==> config.mk <==
export PLATFORM = sky130hd
export DESIGN_NAME = lsu_flat
export DESIGN_NICKNAME = d
export VERILOG_FILES = /design/src/rtl/lsu_pkg.sv /design/src/rtl/lsu_if.sv /design/src/rtl/lsu_align.sv /design/src/rtl/lsu.sv /design/src/flat_wrapper.sv
export SDC_FILE = /design/constraint.sdc
export NUM_CORES = 1
export LEC_CHECK = 0
export BUFFER_PORTS_ARGS = -buffer_cell sky130_fd_sc_hd__buf_2
export CAP_MARGIN = 5
export CORE_UTILIZATION = 48
export DETAILED_ROUTE_END_ITERATION = 6
export GPL_TIMING_DRIVEN = 1
export PLACE_DENSITY = 0.89
export SYNTH_ARGS = -nofsm -noshare
export SYNTH_HDL_FRONTEND = slang
export SYNTH_SLANG_ARGS = --single-unit
==> constraint.sdc <==
create_clock -name clk -period 2.6 [get_ports clk]
set_clock_uncertainty 0.2 [all_clocks]
set_input_delay 0.26 -clock clk [delete_from_list [all_inputs] [get_ports clk]]
set_output_delay 0.26 -clock clk [all_outputs]
set_load 0.05 [all_outputs]
==> src/rtl/lsu_pkg.sv <==
// rtl/lsu_pkg.sv - load/store unit state encoding, funct3 codes and access-legality helpers
package lsu_pkg;

    typedef enum logic [1:0] {
        LSU_IDLE = 2'd0,
        LSU_BUSY = 2'd1,
        LSU_RESP = 2'd2
    } lsu_state_e;

    localparam logic [2:0] F3_B  = 3'b000;
    localparam logic [2:0] F3_H  = 3'b001;
    localparam logic [2:0] F3_W  = 3'b010;
    localparam logic [2:0] F3_BU = 3'b100;
    localparam logic [2:0] F3_HU = 3'b101;

    localparam int LSU_TIMEOUT_DEF = 15;

    // Unsigned variants only exist for loads.
    function automatic logic f3_ok(input logic [2:0] f3, input logic load);
        case (f3)
            F3_B, F3_H, F3_W: return 1'b1;
            F3_BU, F3_HU:     return load;
            default:          return 1'b0;
        endcase
    endfunction

    function automatic logic f3_misaligned(input logic [2:0] f3, input logic [1:0] lo);
        case (f3)
            F3_H, F3_HU: return lo[0];
            F3_W:        return lo != 2'b00;
            default:     return 1'b0;
        endcase
    endfunction

    function automatic logic [1:0] f3_align_lo(input logic [2:0] f3, input logic [1:0] lo);
        case (f3)
            F3_H, F3_HU: return {lo[1], 1'b0};
            F3_W:        return 2'b00;
            default:     return lo;
        endcase
    endfunction

endpackage

==> src/rtl/lsu_if.sv <==
// rtl/lsu_if.sv - word-wide data memory request/acknowledge bus
interface lsu_if #(
    parameter int ADDR_W = 32
);
    logic              mem_req;
    logic              mem_we;
    logic [ADDR_W-1:0] mem_addr;
    logic [3:0]        mem_be;
    logic [31:0]       mem_wdata;
    logic [31:0]       mem_rdata;
    logic              mem_ack;

    modport master (
        output mem_req, mem_we, mem_addr, mem_be, mem_wdata,
        input  mem_rdata, mem_ack
    );

    modport slave (
        input  mem_req, mem_we, mem_addr, mem_be, mem_wdata,
        output mem_rdata, mem_ack
    );
endinterface

==> src/rtl/lsu_align.sv <==
// rtl/lsu_align.sv - store byte-lane steering and load extraction/extension
module lsu_align
    import lsu_pkg::*;
(
    input  logic [2:0]  funct3,
    input  logic [1:0]  addr_lo,
    input  logic [31:0] wdata,
    input  logic [31:0] mem_rdata,
    output logic [3:0]  be,
    output logic [31:0] st_data,
    output logic [31:0] ld_data
);
    logic [7:0]  byte_sel;
    logic [15:0] half_sel;
    logic        sx;

    always_comb begin
        be       = 4'b0000;
        st_data  = 32'h0;
        ld_data  = 32'h0;
        byte_sel = mem_rdata[{addr_lo, 3'b000} +: 8];
        half_sel = addr_lo[1] ? mem_rdata[31:16] : mem_rdata[15:0];
        sx       = ~funct3[2];
        // funct3[1:0] gives the size; funct3[2] selects zero extension.
        case (funct3)
            F3_B, F3_BU: begin
                be      = 4'b0001 << addr_lo;
                st_data = {4{wdata[7:0]}};
                ld_data = {{24{sx & byte_sel[7]}}, byte_sel};
            end
            F3_H, F3_HU: begin
                be      = 4'b0011 << {addr_lo[1], 1'b0};
                st_data = {2{wdata[15:0]}};
                ld_data = {{16{sx & half_sel[15]}}, half_sel};
            end
            F3_W: begin
                be      = 4'b1111;
                st_data = wdata;
                ld_data = mem_rdata;
            end
            default: ;
        endcase
    end
endmodule

==> src/rtl/lsu.sv <==
// rtl/lsu.sv - RV32I load/store unit; define LSU_MISALIGN_TRAP_EN to fault misaligned H/W accesses
module lsu
    import lsu_pkg::*;
#(
    parameter int ADDR_W  = 32,
    parameter int TIMEOUT = LSU_TIMEOUT_DEF
) (
    input  logic              clk,
    input  logic              reset,
    input  logic              ld_en,
    input  logic              st_en,
    input  logic [2:0]        funct3,
    input  logic [ADDR_W-1:0] addr,
    input  logic [31:0]       wdata,
    output logic              stall,
    output logic              done,
    output logic [31:0]       rdata,
    output logic              err,
    lsu_if.master             mem
);
    localparam logic [3:0] TMO = 4'(TIMEOUT);

    lsu_state_e        state_q, state_d;
    logic [2:0]        f3_q;
    logic [ADDR_W-1:0] addr_q;
    logic [31:0]       wdata_q;
    logic              is_load_q;
    logic [3:0]        cnt_q;
    logic              req, fault_in, busy, timed_out;
    logic [1:0]        lo_eff;
    logic [3:0]        be;
    logic [31:0]       st_data, ld_data;

    assign req       = ld_en | st_en;
    assign timed_out = cnt_q == TMO;
    assign lo_eff    = f3_align_lo(f3_q, addr_q[1:0]);
    assign stall     = req & ~done;

    // A faulting request never reaches the bus; it goes straight to RESP.
    always_comb begin
        fault_in = !f3_ok(funct3, ld_en);
`ifdef LSU_MISALIGN_TRAP_EN
        fault_in = fault_in | f3_misaligned(funct3, addr[1:0]);
`endif
    end

    lsu_align u_align (
        .funct3    (f3_q),
        .addr_lo   (lo_eff),
        .wdata     (wdata_q),
        .mem_rdata (mem.mem_rdata),
        .be        (be),
        .st_data   (st_data),
        .ld_data   (ld_data)
    );

    always_ff @(posedge clk) begin
        if (reset) state_q <= LSU_IDLE;
        else       state_q <= state_d;
    end

    always_comb begin
        state_d = state_q;
        case (state_q)
            LSU_IDLE: if (req) state_d = fault_in ? LSU_RESP : LSU_BUSY;
            LSU_BUSY: if (mem.mem_ack || timed_out) state_d = LSU_RESP;
            LSU_RESP: state_d = LSU_IDLE;
            default:  state_d = LSU_IDLE;
        endcase
    end

    always_comb begin
        busy          = state_q == LSU_BUSY;
        mem.mem_req   = busy;
        mem.mem_we    = busy & ~is_load_q;
        mem.mem_addr  = busy ? {addr_q[ADDR_W-1:2], 2'b00} : '0;
        mem.mem_be    = busy ? be : 4'b0000;
        mem.mem_wdata = busy ? st_data : 32'h0;
    end

    // done/err/rdata pulse for the single RESP cycle and are zero otherwise.
    always_ff @(posedge clk) begin
        if (reset) begin
            f3_q      <= 3'b000;
            addr_q    <= '0;
            wdata_q   <= 32'h0;
            is_load_q <= 1'b0;
            cnt_q     <= 4'h0;
            done      <= 1'b0;
            err       <= 1'b0;
            rdata     <= 32'h0;
        end else begin
            done  <= 1'b0;
            err   <= 1'b0;
            rdata <= 32'h0;
            case (state_q)
                LSU_IDLE: if (req) begin
                    f3_q      <= funct3;
                    addr_q    <= addr;
                    wdata_q   <= wdata;
                    is_load_q <= ld_en;
                    cnt_q     <= 4'h0;
                    if (fault_in) begin
                        done <= 1'b1;
                        err  <= 1'b1;
                    end
                end
                LSU_BUSY: begin
                    if (mem.mem_ack) begin
                        done <= 1'b1;
                        if (is_load_q) rdata <= ld_data;
                    end else if (timed_out) begin
                        done <= 1'b1;
                        err  <= 1'b1;
                    end else if (cnt_q != 4'hF) begin
                        cnt_q <= cnt_q + 4'h1;
                    end
                end
                default: ;
            endcase
        end
    end
endmodule
==> src/flat_wrapper.sv <==
// flat-port wrapper written by rule: the top's interface ports become plain ports
module lsu_flat import lsu_pkg::*;
#(
    parameter int ADDR_W  = 32,
    parameter int TIMEOUT = LSU_TIMEOUT_DEF
)
  (clk, reset, ld_en, st_en, funct3, addr, wdata, stall, done, rdata, err, mem_mem_req, mem_mem_we, mem_mem_addr, mem_mem_be, mem_mem_wdata, mem_mem_rdata, mem_mem_ack);
  lsu_if #(.ADDR_W(ADDR_W)) mem_i ();
  input  logic clk;
  input  logic reset;
  input  logic ld_en;
  input  logic st_en;
  input  logic [2:0] funct3;
  input  logic [ADDR_W-1:0] addr;
  input  logic [31:0] wdata;
  output logic stall;
  output logic done;
  output logic [31:0] rdata;
  output logic err;
  output wire logic [$bits(mem_i.mem_req)-1:0] mem_mem_req;
  output wire logic [$bits(mem_i.mem_we)-1:0] mem_mem_we;
  output wire logic [$bits(mem_i.mem_addr)-1:0] mem_mem_addr;
  output wire logic [$bits(mem_i.mem_be)-1:0] mem_mem_be;
  output wire logic [$bits(mem_i.mem_wdata)-1:0] mem_mem_wdata;
  input wire logic [$bits(mem_i.mem_rdata)-1:0] mem_mem_rdata;
  input wire logic [$bits(mem_i.mem_ack)-1:0] mem_mem_ack;
  assign mem_mem_req = mem_i.mem_req;
  assign mem_mem_we = mem_i.mem_we;
  assign mem_mem_addr = mem_i.mem_addr;
  assign mem_mem_be = mem_i.mem_be;
  assign mem_mem_wdata = mem_i.mem_wdata;
  assign mem_i.mem_rdata = mem_mem_rdata;
  assign mem_i.mem_ack = mem_mem_ack;
  lsu #(.ADDR_W(ADDR_W), .TIMEOUT(TIMEOUT)) u_core (.clk(clk), .reset(reset), .ld_en(ld_en), .st_en(st_en), .funct3(funct3), .addr(addr), .wdata(wdata), .stall(stall), .done(done), .rdata(rdata), .err(err), .mem(mem_i));
endmodule
==> results.txt, run 1 <==
Counting I/O delays and the setup requirement, the final critical path takes 2.44 ns. The number of synthesis warnings is 0. The number of nets with antenna violations after routing came out at 0.

The share of synthesized registers carrying an async set or reset is 0%. The first-pass GRT wire length came out at 28600 µm. Setup repair after global routing left no endpoint under its margin.

The setup path with the least slack is of type reg -> out. The number of sinks on the clock net came out at approximately 110. The headroom to the max-slew limit came out at 45.6%.

Before antenna repair, the detailed router went through 6 iterations. Tracing the worst setup path back leads to its startpoint at u_core.f3_q[0]. The minimum hold slack came out at 0.0145 ns.

The power density relative to cell area is approximately 530 nW/µm². Once the floorplan was initialized, standard cells occupied 50.4% of the core. The actual transition at the worst max-transition pin is 0.813 ns. The routed layout has slightly below 6000 vias. TritonCTS built the clock tree.

The number of hold violations in the final report came out at 0. The worst setup path is launched from a flop. The path type of the worst min-delay path is in -> reg. Max-cap violations in this run came to 0. The clock transition at the register clock pins on the worst setup and hold paths after CTS is 0.11 ns.

The longest clock path from root to sink contains 2 buffers. The layout overhead on the synthesized area came out at 47.0%. The routed design has 18100 µm of wire. The global-route usage over all layers is 33.0%.

The share of the clock period used by the worst path is between 90 and 100%. The flow ran to the end, and the final reports show no timing, DRC or antenna violations. Of the cells placed in the final design, the portion with a size suffix greater than 1 is 30.2%.

The initialized floorplan defines 36 standard-cell rows. The final setup slack of the worst path came out at between 0.15 and 0.2 ns. The first-iteration detailed-routing DRC count is 456. The number of buffers created by CTS came out at 9. 209 I/O pins were placed.

The path depth of the worst reg2reg path is 8. The horizontal die dimension came out at about 100 µm. The timing-limited maximum frequency came out at approximately 410 MHz.

The maximum number of pins on one net before global-route repair came out at 62. The filler cell count in the final layout is 681. The endpoint identified for the worst register-to-register timing path is u_core.rdata[8]. Synthesis produced a netlist whose cell count is about 640. In this run the most used layer during global routing was met2. The count of input and output buffers came out at 206. The number of flops mapped to enable cells by yosys is 0. Setup violations remaining at the end of the flow were counted as 0. The most used flip-flop cell after synthesis is sky130_fd_sc_hd__dfxtp_1. The H-tree was split into 3 levels. The number of vias per cell is 5.54.

The region available for standard cell placement spans 9910 µm². For this run, global-route usage on met3 was measured as 7.14%. The share of the yosys chip area belonging to registers came out at approximately 43%. The detailed-route wire length per cell came out at 17.0 µm. The final-stage net count came out at 1031. Data on the critical path is required at its endpoint by 2.14 ns. The number of distinct library cell variants in the gate-level netlist after synthesis is 48.

The data arrival time of the worst path is 1.98 ns. The met2 usage is 57.4%. The met1 routing resource usage after global routing is 38.3%.

The area of the die is 10800 µm². The sum of net half-perimeters after detailed placement came out at 10600 µm. OpenSTA, run right after detailed placement, puts the worst setup slack at 0.348 ns. The root buffer cell is sky130_fd_sc_hd__clkbuf_8.

In the routed design, unresolved DRC markers number 0. Across the VDD grid, the largest voltage drop is 0.322 mV. The max-slew violation count is 0. For this run the aggregate overflow at the end of global routing stands at 0. The initial antenna violation count came to 1. Of all nets on the critical path, the largest fanout is 19.

The die span in y came out at approximately 100 µm. The average instance in the mapped netlist occupies 7.82 µm². The total standard cell area after synthesis is 5000 µm². Routability-driven placement finished with a final weighted congestion of around 0.86. The clock network latency to the later pin of the worst-skew pair is 0.36 ns.

The number of synthesized register bits is 108. The reported leakage power is 3.49 nW. The aggregate negative setup slack is 0 ns. The element type at the critical path end is an output port. The via count of the first global-routing pass is 5721. The startpoint identified for the worst register-to-register timing path is u_core.f3_q[1]. The flop-to-flop setup slack is around 0.30 ns. The most critical setup path has its endpoint at mem_mem_be[3].
==> metrics by stage <==
stage	area (µm²)	cells	power, W	utilization (%)
2_1_floorplan	5000	640	0.00244	-
3_3_place_gp	6200	952	0.00272	62.6
3_5_place_dp	6200	952	0.00273	62.6
4_1_cts	7320	1061	0.00382	73.9
5_1_grt	7350	1065	0.00403	74.1
6_report	7350	1065	0.00388	74.1
==> layer usage <==
layer	wire length, µm	part of all wire (%)	vias to the layer above
met5	0	0	-
met4	774	4.3	0
met3	1770	9.7	84
met2	8810	49	422
met1	6790	37	2682
li1	-	-	2711
==> power breakdown <==
part | leakage, nW | switching (W) | internal, W | total (W)
Combinational | 2.51 | 0.000615 | 0.000404 | 0.00102
Sequential | 0.885 | 0.0000858 | 0.00176 | 0.00185
Clock | 0.0914 | 0.000640 | 0.000373 | 0.00101
Total | 3.49 | 0.00134 | 0.00254 | 0.00388
==> worst min-delay path by stage <==
stage	startpoint	to	slack (ns)	cells after the start
after floorplan	mem_mem_rdata[16]	u_core.rdata[16]	0.18	2
after global placement	u_core.addr_q[28]	u_core.addr_q[28]	0.24	2
after detailed placement	u_core.addr_q[29]	u_core.addr_q[29]	0.24	2
after CTS	mem_mem_rdata[0]	u_core.rdata[0]	0.001	3
after global routing	mem_mem_rdata[6]	u_core.rdata[6]	0.02	3
final	mem_mem_rdata[6]	u_core.rdata[6]	0.01	3
==> critical path: stages (launching register included) <==
cell and delay [ns]:
sky130_fd_sc_hd__dfxtp_2 0.40, sky130_fd_sc_hd__o21ai_2 0.35, sky130_fd_sc_hd__nand2_2 0.14, sky130_fd_sc_hd__buf_4 0.23, sky130_fd_sc_hd__a21oi_1 0.19, sky130_fd_sc_hd__buf_2 0.30
==> cells in the mapped netlist (3+ instances only) <==
cell	number	area, µm²
sky130_fd_sc_hd__nand2_1	179	672
sky130_fd_sc_hd__dfxtp_1	108	2160
sky130_fd_sc_hd__a21oi_1	99	495
sky130_fd_sc_hd__clkbuf_1	35	131
sky130_fd_sc_hd__nor2_1	32	120
sky130_fd_sc_hd__and2_1	30	188
sky130_fd_sc_hd__mux2i_1	17	170
sky130_fd_sc_hd__o21ai_0	14	70.1
sky130_fd_sc_hd__nand2b_1	12	75.1
sky130_fd_sc_hd__nand3_2	10	100
sky130_fd_sc_hd__a22oi_1	9	67.6
sky130_fd_sc_hd__and3_1	8	50.1
sky130_fd_sc_hd__buf_2	8	40.0
sky130_fd_sc_hd__nand3_1	8	40.0
sky130_fd_sc_hd__nor3_1	7	35.0
sky130_fd_sc_hd__mux4_2	6	135
sky130_fd_sc_hd__or3_1	6	37.5
sky130_fd_sc_hd__o21ai_1	5	25.0
sky130_fd_sc_hd__buf_4	4	30.0
sky130_fd_sc_hd__inv_1	4	15.0
sky130_fd_sc_hd__buf_1	3	11.3
sky130_fd_sc_hd__or4_1	3	22.5
==> state kept, by name (all words and copies together), names as in the netlist <==
signal            cells
u_core.addr_q        32
u_core.is_load_q      1
u_core.f3_q           3
u_core.state_q        2
u_core.err            1
u_core.rdata         32
u_core.cnt_q          4
u_core.done           1
u_core.wdata_q       32
==> layout by cell type, fill, tap and decap left out, types with 3 or more instances in the layout <==
master / count
sky130_fd_sc_hd__buf_2: 206
sky130_fd_sc_hd__nand2_1: 179
sky130_fd_sc_hd__dfxtp_1: 107
sky130_fd_sc_hd__a21oi_1: 99
sky130_fd_sc_hd__dlygate4sd3_1: 93
sky130_fd_sc_hd__nor2_1: 31
sky130_fd_sc_hd__and2_1: 30
sky130_fd_sc_hd__buf_4: 25
sky130_fd_sc_hd__mux2i_1: 17
sky130_fd_sc_hd__o21ai_0: 14
sky130_fd_sc_hd__nand2b_1: 12
sky130_fd_sc_hd__nand3_2: 10
sky130_fd_sc_hd__a22oi_1: 9
sky130_fd_sc_hd__clkbuf_8: 9
sky130_fd_sc_hd__and3_1: 8
sky130_fd_sc_hd__nand3_1: 8
sky130_fd_sc_hd__nor3_1: 6
sky130_fd_sc_hd__or3_1: 6
sky130_fd_sc_hd__mux4_2: 6
sky130_fd_sc_hd__inv_1: 4
sky130_fd_sc_hd__o21ai_1: 4
sky130_fd_sc_hd__or4_1: 3
sky130_fd_sc_hd__inv_8: 3
==> area by class of cell <==
cell class              instances  area [µm²]  area share [%]
multi-input cells             476        2620            35.6
inverters                       5        18.8           0.255
well taps                     133         166            2.27
flip-flops and latches        108        2160            29.4
clock buffers                   9         124            1.69
diodes                          1        2.50          0.0341
clock inverters                 7        66.3           0.903
repair buffers                326        2190            29.8
==> kinds of logic after synthesis <==
group / share of synthesized area, %
XOR/XNOR: 0.526
AO/OA/AOI/OAI: 15.4
buffers and inverters: 4.86
multiplexers: 6.11
adder cells (fa/ha/maj): 0.250
AND/OR/NAND/NOR: 29.5
flip-flops: 43.3
other: 0.0750
==> what timing repair did <==
item / CTS / global route
resized for setup: 0 / 1
hold buffers: 93 / 0
hold endpoints to repair: 93 / 0
buffers inserted: 0 / 3
setup endpoints to repair: 0 / 11
Note: power is estimated with default switching activity, not from simulation.
==> inputs of run 2 (changes only) <==
--- a/config.mk
+++ b/config.mk
@@ -7,6 +7,7 @@
 export LEC_CHECK = 0
 export BUFFER_PORTS_ARGS = -buffer_cell sky130_fd_sc_hd__buf_2
 export CAP_MARGIN = 5
+export CORE_ASPECT_RATIO = 1.25
 export CORE_UTILIZATION = 48
 export DETAILED_ROUTE_END_ITERATION = 6
 export GPL_TIMING_DRIVEN = 1
==> results.txt, run 2 (synthesized netlist as in run 1, its figures left out) <==
The ratio of cells with drive above 1 in the final layout is 30.1% (was 30.2%). The global-route usage over all layers is 31.0% (was 33.0%). The sum of net half-perimeters after detailed placement is 10500 µm (was 10600 µm). The critical path's top delay family is simple AND/OR/NAND/NOR gates (was compound AO/OA/AOI/OAI gates). The class of the most critical setup path is reg -> out (unchanged). The maximum buffer depth of the clock tree came to 2 (unchanged). The headroom to the max-slew limit came out at 46.8% (was 45.6%).

Biggest registers after layout: u_core.addr_q (32), u_core.rdata (32), u_core.wdata_q (32) (unchanged). The maximum number of pins on one net before global-route repair is 77 (was 62). The detailed-route wire length per cell came out at 16.1 µm (was 17.0 µm). The routed wire length came out at 16900 µm (was 18100 µm). The number of hold violations in the final report is 0 (unchanged). The final-stage net count came to 1016 (was 1031). The number of nets with antenna violations after routing came out at 0 (unchanged). Highest-count cells in the layout ignoring fill and taps: sky130_fd_sc_hd__buf_2 (204), sky130_fd_sc_hd__nand2_1 (179), sky130_fd_sc_hd__dfxtp_1 (107) (was sky130_fd_sc_hd__buf_2 (206), sky130_fd_sc_hd__nand2_1 (179), sky130_fd_sc_hd__dfxtp_1 (107)). The cell area after placement came out at 6180 µm² (was 6200 µm²). The number of sinks on the clock net is 108 (unchanged).

The max-slew violation count is 0 (unchanged). The number of vias per cell was 5.44 (was 5.54). The reported leakage power came out at 3.48 nW (was 3.49 nW). CP Cell Sequence: nor3b_4 > nand2b_1 > buf_4 > a22oi_1 > nor2_1 > clkbuf_4 (was o21ai_2 > nand2_2 > buf_4 > a21oi_1 > buf_2). The clock transition at the register clock pins on the worst setup and hold paths after CTS is 0.07 ns (was 0.11 ns). The floorplan row count is 41 (was 36). The met3 track demand over resource in global routing is 5.18% (was 7.14%). The path type of the worst min-delay path is in -> reg (unchanged). The first-pass GRT wire length came to 25900 µm (was 28600 µm). The layout overhead on the synthesized area came out at 46.6% (was 47.0%). The area inside the core boundary is 10100 µm² (was 9910 µm²). The root buffer cell is sky130_fd_sc_hd__clkbuf_16 (was sky130_fd_sc_hd__clkbuf_8). The count of input and output buffers is 206 (unchanged). The TritonCTS clock tree is done (unchanged). The first-iteration detailed-routing DRC count is 343 (was 456).

The total grt overflow is 0 (unchanged). The die span in y came out at 116 µm (was 104 µm). The minimum hold slack is 0.00954 ns (was 0.0145 ns). The via count came out at 5687 (was 5899).

The shortest clock period the worst path allows after layout is 2.40 ns (was 2.44 ns). The routability congestion estimate was 0.900 (was 0.861). The H-tree depth is 3 (unchanged). The actual transition at the worst max-transition pin came out at 0.798 ns (was 0.813 ns). The initial antenna violation count came to 0 (was 1). The number of buffers created by CTS is 9 (unchanged). The number of setup violations in the final report is 0 (unchanged). The filler cell count in the final layout came out at 778 (was 681). The power density relative to cell area was 586 nW/µm² (was 528 nW/µm²).

The initial core utilization was 49.4% (was 50.4%). The final instance area came out at 7320 µm² (was 7350 µm²). The via count of the first global-routing pass came out at 5419 (was 5721). The horizontal die dimension is 93.3 µm (was 104 µm).

The count of antenna diodes in the layout is 0 (was 1). The area of the die was 10800 µm² (about the same). The worst IR drop on VDD came out at 0.440 mV (was 0.322 mV). The maximum single-stage delay on the critical path is 0.41 ns (was 0.40 ns).

Unrepaired setup endpoints after global routing: no (unchanged). The met2 usage came out at 55.6% (was 57.4%). The total of max-cap violations is 0 (unchanged).

The clock network latency to the later pin of the worst-skew pair is 0.34 ns (was 0.36 ns). The largest fanout on the critical path came out at 10 (was 19). The aggregate negative setup slack is 0 ns (unchanged). The master of the slowest instance on the critical path was sky130_fd_sc_hd__dfxtp_2 (unchanged).

Outcome: finished clean (unchanged). The met1 routing resource usage after global routing came out at 34.4% (was 38.3%). The most congested layer reported by global routing is met2 (unchanged). The element type at the critical path end is an output port (unchanged). The detailed-routing iteration count for the pre-antenna-repair pass came to 5 (was 6). The most common cell after layout, fill and taps aside is sky130_fd_sc_hd__buf_2 (unchanged).

The data arrival time of the worst path is 1.94 ns (was 1.98 ns). The boundary pin count came out at 209 (unchanged). The timing-limited maximum frequency is 417 MHz (was 410 MHz). The critical path startpoint category is a flop (unchanged). The number of remaining DRC errors came out at 0 (unchanged).

The number of buffer and inverter stages on the critical path is 2 (unchanged). The share of the clock period used by the worst path came out at 92.2% (was 93.8%). The critical path data required time is 2.14 ns (about the same).
[run 2: where the power goes]
part / leakage [nW] / internal [W] / total [W] / switching [W]
sequential: 0.885 / 0.00176 / 0.00184 / 0.0000775
combinational: 2.44 / 0.000382 / 0.000977 / 0.000595
clock: 0.153 / 0.000871 / 0.00148 / 0.000610
total: 3.48 / 0.00301 / 0.00430 / 0.00128
[run 2: path summary, 6_finish.rpt]
check / startpoint / to / slack, ns / cells past startpoint
worst max register to register: u_core.f3_q[0] / u_core.rdata[4] / 0.40 / 5
worst max-delay path: u_core.f3_q[1] / mem_mem_wdata[14] / 0.20 / 6
worst min-delay path: funct3[1] / u_core.f3_q[1] / 0.01 / 3
worst min register to register: u_core.addr_q[31] / u_core.addr_q[31] / 0.25 / 2
[run 2: timing repair]
item	4_1_cts	5_1_grt
setup buffers	0	3
hold endpoints to repair	80	0
endpoints found under the setup margin	0	15
gates resized for setup	0	2
hold buffers	80	0
[run 2: per-stage QoR]
stage / utilization, % / power [W] / setup WS, ns / instances
floorplan: - / 0.00244 / 0.240 / 640
global placement: 61.1 / 0.00270 / 0.428 / 946
detailed placement: 61.1 / 0.00272 / 0.322 / 946
CTS: 72.2 / 0.00427 / 0.0470 / 1042
global route: 72.5 / 0.00447 / 0.0856 / 1045
finish: 72.5 / 0.00430 / 0.203 / 1045
[run 2: layout make-up]
cell class | instances | area [µm²] | area share [%]
sequential | 108 | 2160 | 29.5
inverter | 5 | 18.8 | 0.256
clock buffer | 12 | 246 | 3.37
clock inverter | 4 | 72.6 | 0.991
tap | 129 | 161 | 2.20
timing repair buffer | 311 | 2050 | 28.0
multi-input combinational | 476 | 2610 | 35.7
[run 2: worst register-to-register path: stages, from the launching register on]
cell	delay (ns)
sky130_fd_sc_hd__dfxtp_1	0.36
sky130_fd_sc_hd__buf_4	0.21
sky130_fd_sc_hd__o21ai_2	0.18
sky130_fd_sc_hd__nand2_2	0.12
sky130_fd_sc_hd__or4_1	0.78
sky130_fd_sc_hd__o21ai_0	0.26
[run 2: layer usage]
metal	wire length (µm)	up-vias	part of all wire [%]
met3	1110	80	6.6
li1	-	2683	-
met1	6350	2602	38
met5	0	-	0
met4	871	0	5.2
met2	8530	322	51
